**src/rtl/reg_writeback.sv**
```systemverilog
// Writeback stage: merges ALU results and aligned load returns into one registered
// register-file write per cycle, with a small load queue and pending-destination mask.
module reg_writeback #(
  parameter int DATA_WIDTH = 32,
  parameter int ADDR_WIDTH = 5,
  parameter int LQ_DEPTH   = 4
) (
  input  logic                        CLOCK,
  input  logic                        RESET_L,
  input  logic                        alu_valid,
  output logic                        alu_ready,
  input  logic [ADDR_WIDTH-1:0]       alu_dest,
  input  logic [DATA_WIDTH-1:0]       alu_data,
  input  logic                        ld_valid,
  output logic                        ld_ready,
  input  logic [ADDR_WIDTH-1:0]       ld_dest,
  input  logic [DATA_WIDTH-1:0]       ld_data,
  input  logic [1:0]                  ld_addr_lo,
  input  logic [1:0]                  ld_size,
  input  logic                        ld_signed,
  input  logic                        ld_merge,
  output logic [ADDR_WIDTH-1:0]       dest_addr,
  output logic [DATA_WIDTH-1:0]       write_datas_in,
  output logic                        writeReg_L,
  output logic                        writeHighEx_L,
  output logic                        writeHighAx_L,
  output logic                        writeLowEx_L,
  output logic                        writeLowAx_L,
  output logic [(1<<ADDR_WIDTH)-1:0]  pend_mask,
  output logic                        err_misalign,
  output logic                        err_waw
);

  localparam int IDX_W = $clog2(LQ_DEPTH);
  localparam int PTR_W = IDX_W + 1;

  // Handshake: a channel transfers on a cycle where valid and ready are both 1;
  // ready never depends on valid, and a producer holds its payload until accepted.

  logic [DATA_WIDTH-1:0] q_data [LQ_DEPTH];
  logic [3:0]            q_lane [LQ_DEPTH];
  logic [ADDR_WIDTH-1:0] q_dest [LQ_DEPTH];
  logic [LQ_DEPTH-1:0]   q_vld;
  logic [PTR_W-1:0]      wr_ptr, rd_ptr;
  logic [IDX_W-1:0]      wr_idx, rd_idx;
  logic                  q_full, q_empty;
  logic [3:0]            lane_l;

  assign wr_idx  = wr_ptr[IDX_W-1:0];
  assign rd_idx  = rd_ptr[IDX_W-1:0];
  assign q_empty = (wr_ptr == rd_ptr);
  assign q_full  = (wr_ptr[PTR_W-1] != rd_ptr[PTR_W-1]) && (wr_idx == rd_idx);

  assign alu_ready = ~q_full;
  assign ld_ready  = ~q_full;

  // Load alignment and lane selection happen before the queue, so the head is issue-ready.
  logic [7:0]            ld_byte;
  logic [15:0]           ld_half;
  logic [DATA_WIDTH-1:0] ld_val;
  logic [3:0]            ld_lanes;
  logic                  ld_legal;

  always_comb begin
    ld_byte  = ld_data[8*ld_addr_lo +: 8];
    ld_half  = ld_addr_lo[1] ? ld_data[31:16] : ld_data[15:0];
    ld_val   = ld_data;
    ld_lanes = 4'b1111;
    ld_legal = 1'b1;
    case (ld_size)
      2'd0: begin
        ld_val = {{(DATA_WIDTH-8){ld_signed & ld_byte[7]}}, ld_byte};
        if (ld_merge) ld_lanes = 4'b0001;
      end
      2'd1: begin
        ld_val   = {{(DATA_WIDTH-16){ld_signed & ld_half[15]}}, ld_half};
        ld_legal = ~ld_addr_lo[0];
        if (ld_merge) ld_lanes = 4'b0011;
      end
      2'd2:    ld_legal = (ld_addr_lo == 2'd0);
      default: ld_legal = 1'b0;
    endcase
  end

  logic ld_acc, alu_acc, push, pop;

  assign ld_acc  = ld_valid & ~q_full;
  assign alu_acc = alu_valid & ~q_full;
  assign push    = ld_acc & ld_legal & (ld_dest != '0);
  assign pop     = q_full | (~alu_valid & ~q_empty);

  always_comb begin
    pend_mask = '0;
    for (int i = 0; i < LQ_DEPTH; i++)
      if (q_vld[i]) pend_mask[q_dest[i]] = 1'b1;
  end

  always_ff @(posedge CLOCK) begin
    if (push) begin
      q_data[wr_idx] <= ld_val;
      q_lane[wr_idx] <= ld_lanes;
      q_dest[wr_idx] <= ld_dest;
    end
  end

  always_ff @(posedge CLOCK or negedge RESET_L) begin
    if (!RESET_L) begin
      wr_ptr         <= '0;
      rd_ptr         <= '0;
      q_vld          <= '0;
      err_misalign   <= 1'b0;
      err_waw        <= 1'b0;
      writeReg_L     <= 1'b1;
      lane_l         <= 4'b1111;
      dest_addr      <= '0;
      write_datas_in <= '0;
    end else begin
      // Push and pop never hit the same slot: push needs not-full, pop needs not-empty.
      if (push) begin
        wr_ptr        <= wr_ptr + 1'b1;
        q_vld[wr_idx] <= 1'b1;
      end
      if (pop) begin
        rd_ptr        <= rd_ptr + 1'b1;
        q_vld[rd_idx] <= 1'b0;
      end
      if (ld_acc && !ld_legal) err_misalign <= 1'b1;
      if (alu_acc && (alu_dest != '0) && pend_mask[alu_dest]) err_waw <= 1'b1;

      if (pop) begin
        writeReg_L     <= 1'b0;
        lane_l         <= ~q_lane[rd_idx];
        dest_addr      <= q_dest[rd_idx];
        write_datas_in <= q_data[rd_idx];
      end else if (alu_acc && (alu_dest != '0)) begin
        writeReg_L     <= 1'b0;
        lane_l         <= 4'b0000;
        dest_addr      <= alu_dest;
        write_datas_in <= alu_data;
      end else begin
        writeReg_L <= 1'b1;
        lane_l     <= 4'b1111;
      end
    end
  end

  assign writeHighEx_L = lane_l[3];
  assign writeHighAx_L = lane_l[2];
  assign writeLowEx_L  = lane_l[1];
  assign writeLowAx_L  = lane_l[0];

endmodule

```
**config.mk**
```make
export PLATFORM = sky130hd
export DESIGN_NAME = reg_writeback
export DESIGN_NICKNAME = d
export VERILOG_FILES = /design/src/rtl/reg_writeback.sv
export SDC_FILE = /design/constraint.sdc
export NUM_CORES = 1
export LEC_CHECK = 0
export CAP_MARGIN = 10
export CORE_ASPECT_RATIO = 1.2
export CORE_UTILIZATION = 58
export DETAILED_ROUTE_END_ITERATION = 8
export PLACE_DENSITY = 0.87
export SETUP_SLACK_MARGIN = 0.2
export SYNTH_ARGS = -nofsm -noshare
export SYNTH_HDL_FRONTEND = slang
export SYNTH_SLANG_ARGS = --single-unit
```
**constraint.sdc**
```tcl
create_clock -name CLOCK -period 5.4 [get_ports CLOCK]
set_clock_uncertainty 0.15 [all_clocks]
set_input_delay 1.35 -clock CLOCK [delete_from_list [all_inputs] [get_ports CLOCK]]
set_output_delay 1.35 -clock CLOCK [all_outputs]
set_load 0.01 [all_outputs]
```
==> summary.md <==
| Metric | Value |
|---|---|
| Wirelength, routed | 27700 um |
| Residual DRC | 0 |
| CP endpoint kind | output port |
| RSZ-0062 raised after global routing | no |
| Final Setup Violations | 0 |
| Initial antenna violation count | 0 |
| Clock Latency Late Sink | 490 ps |
| Yosys cell types | 66 |
| TNS Setup | 0 ps |
| Port Buffer Count | 161 |
| Total gr overflow | 0 |
| Largest net degree at the start of global routing | 53 |
| First-pass GRT wire length | 42700 um |
| Initial DRC count | 1061 |
| Number of buffers created by CTS | 20 |
| Final Hold Slack | 329 ps |
| Area leader, netlist | edfxtp_1 |
| Top cells by area, synth | edfxtp_1, dfrtp_1, mux4_2 |
| Warnings from Yosys | 0 |
| Core Area | 0.0169 mm^2 |
| Hold-fix buffers, CTS | 0 |
| Syn nets | 879 |
| Most frequent cells in the layout | clkdlybuf4s50_1, edfxtp_1, nor2_1 |
| Startpoint types | flip-flop |
| Ant. Diodes | 0 |
| Setup Buffers After CTS | 0 |
| Status | completed |
| Post-synth EDFFs | 156 |
| Count of pins over their slew limit | 0 |
| Final period util | 77.5% |
| CTS Buffer Depth | 3 |
| Mapped Cells | 787 |
| Routability Congestion | 1.04 |
| Power Density | 472 mW/mm^2 |
| Worst-path clk slew | 60 ps |
| TritonCTS clock tree | yes |
| Initial Util | 59.4% |
| DIE HEIGHT | 146 um |
| DRT Pass-1 Iters | 5 |
| Yosys reg bits | 208 |
| Fmax | 239 MHz |
| Die ar. | 0.0178 mm^2 |
| Worst-Margin Slew | 899 ps |
| Max Cap Viol | 0 |
| Detail Placement HPWL | 18800 um |
| Mean post-synth cell area | 12.7 um^2 |
| Seq/Total Area, Yosys | 59.9% |
| Worst VDD drop | 0.000352 V |
| Area of the multi-input gates | 0.00369 mm^2 |
| Root buf cell | clkbuf_16 |
| CP max-delay cell | clkdlybuf4s50_1 |
| Pleak | 4.46 nW |
| DR WL/cell | 24.0 um |
| Number of global-route vias before repair | 7669 |
| IO Count | 162 |
| Register Area | 0.00599 mm^2 |
| Critical path required time | 3900 ps |
| Async SR Flop Fraction | 25.0% |
| Num rows | 52 |
| Top cell type's share of synthesized area | 46.8% |
| Clk sinks | 208 |
| Final nets | 1018 |
| Post-CTS Resized | 0 |
| Routed Antenna Nets | 0 |
| CP arrival | 2690 ps |
| Commonest non-fill, non-tap cell in the layout | clkdlybuf4s50_1 |
| Via count | 7643 |
| Layout cells sized above 1 | 12.2% |
| CP peak stage delay | 620 ps |
| Area growth syn-to-layout | 23.6% |
| Fillers | 1078 |
| Post-Syn Area | 0.0100 mm^2 |
| Critical path, cell by cell | or3b_2, o221ai_1, clkdlybuf4s50_1 |
| FF-to-FF path depth | 6 |
| Crit path kind | reg -> out |
| Die width | 122 um |
| Hold path depth | 1 |
| Rel. slew slack | 40.0% |
| H-tree level count | 1 |
| Post-layout util | 73.4% |
| Synth Flop Type | edfxtp_1 |
| Final Hold Viols | 0 |
| GR Util All Layers | 32.1% |
| Crit-path max FO | 10 |
| Avg Vias per Cell | 6.61 |
| Min-delay worst type | reg -> reg |
| Final min period | 4190 ps |
==> final timing paths <==
| path | startpoint | to | slack [ps] |
|---|---|---|---|
| worst max-delay path | q_dest[3][4]$_DFFE_PP_ | pend_mask[8] | 1210 |
| min in group asynchronous | RESET_L | write_datas_in[5]$_DFFE_PN0N_ | 860 |
| worst max register to register | rd_ptr[1]$_DFFE_PN0N_ | q_data[2][2]$_DFFE_PP_ | 2450 |
| worst min register to register | err_waw$_DFFE_PN0P_ | err_waw$_DFFE_PN0P_ | 330 |
| worst min-delay path | err_waw$_DFFE_PN0P_ | err_waw$_DFFE_PN0P_ | 330 |
| max in group asynchronous | RESET_L | rd_ptr[1]$_DFFE_PN0N_ | 3690 |
==> state kept, by name, summed over array words and instances (netlist names) <==
signal	count
write_datas_in	32
q_lane	8
err_misalign	1
q_dest	20
q_data	128
dest_addr	5
rd_ptr	3
wr_ptr	3
q_vld	4
lane_l	3
err_waw	1
==> final cells by class <==
cell class / instances / share of cell area (%)
sequential: 208 / 48.4
timing repair buffer: 176 / 14.1
clock inverter: 7 / 0.293
tap: 216 / 2.18
inverter: 16 / 0.486
multi-input combinational: 504 / 29.8
clock buffer: 29 / 4.65
==> kinds of logic after synthesis <==
logic type / after synthesis / share of synthesized area (%)
AND/OR/NAND/NOR: 284 / 13.7
flip-flops: 208 / 59.9
AO/OA/AOI/OAI: 156 / 11.3
buffers and inverters: 75 / 3.29
multiplexers: 49 / 10.3
adder cells (fa/ha/maj): 8 / 1.00
XOR/XNOR: 7 / 0.613
==> per-layer routing <==
layer  vias up  wire length, um  track usage [%]
met5         -                0                0
met4         0             1150             13.8
met3       104             2520             4.94
met2       556            14000             54.0
met1      3688            10100             41.3
li1       3295                -                -
==> through the flow <==
step           worst slack, ps  instances  area, um^2  total power (W)
2_1_floorplan             1610        787       10000          0.00365
3_3_place_gp              1110       1120       11800          0.00446
3_5_place_dp               977       1120       11800          0.00454
4_1_cts                   1280       1156       12400          0.00585
5_1_grt                   1140       1156       12400          0.00612
6_report                  1210       1156       12400          0.00584
==> cell usage after synthesis (4+ instances only) <==
cell      count
or3_1         7
a221oi_1      9
a22oi_1      11
nor3b_1      10
nor2_1       98
nand3b_1     18
clkbuf_2      4
a221o_1      12
mux4_2       40
buf_4         5
nand2_1      94
nor2b_1       4
o211ai_1      8
o21ai_0      18
buf_2        13
a21oi_1       6
and3_1        6
or3b_2        8
edfxtp_1    156
or2_2         4
and2_1        4
mux2i_1       4
o22ai_1      56
nand2b_1     10
o221ai_1      8
xnor2_1       4
ha_1          8
inv_1        15
dfrtp_1      49
nand3_1       7
clkbuf_1     34
==> power breakdown <==
| part | total, W | internal, W | switching, W |
|---|---|---|---|
| Sequential | 0.00230 | 0.00210 | 0.000203 |
| Clock | 0.00131 | 0.000742 | 0.000570 |
| Combinational | 0.00223 | 0.00102 | 0.00120 |
| Total | 0.00584 | 0.00387 | 0.00198 |
==> critical path, delay by kind of cell, from the launching register on <==
kind / cells / cell delay, ps
DFF: 1 / 600
AOI/OAI and AO/OA: 1 / 390
and+or+nand+nor: 1 / 590
buffers and inverters: 1 / 620
(Power assumes the default switching activity.)
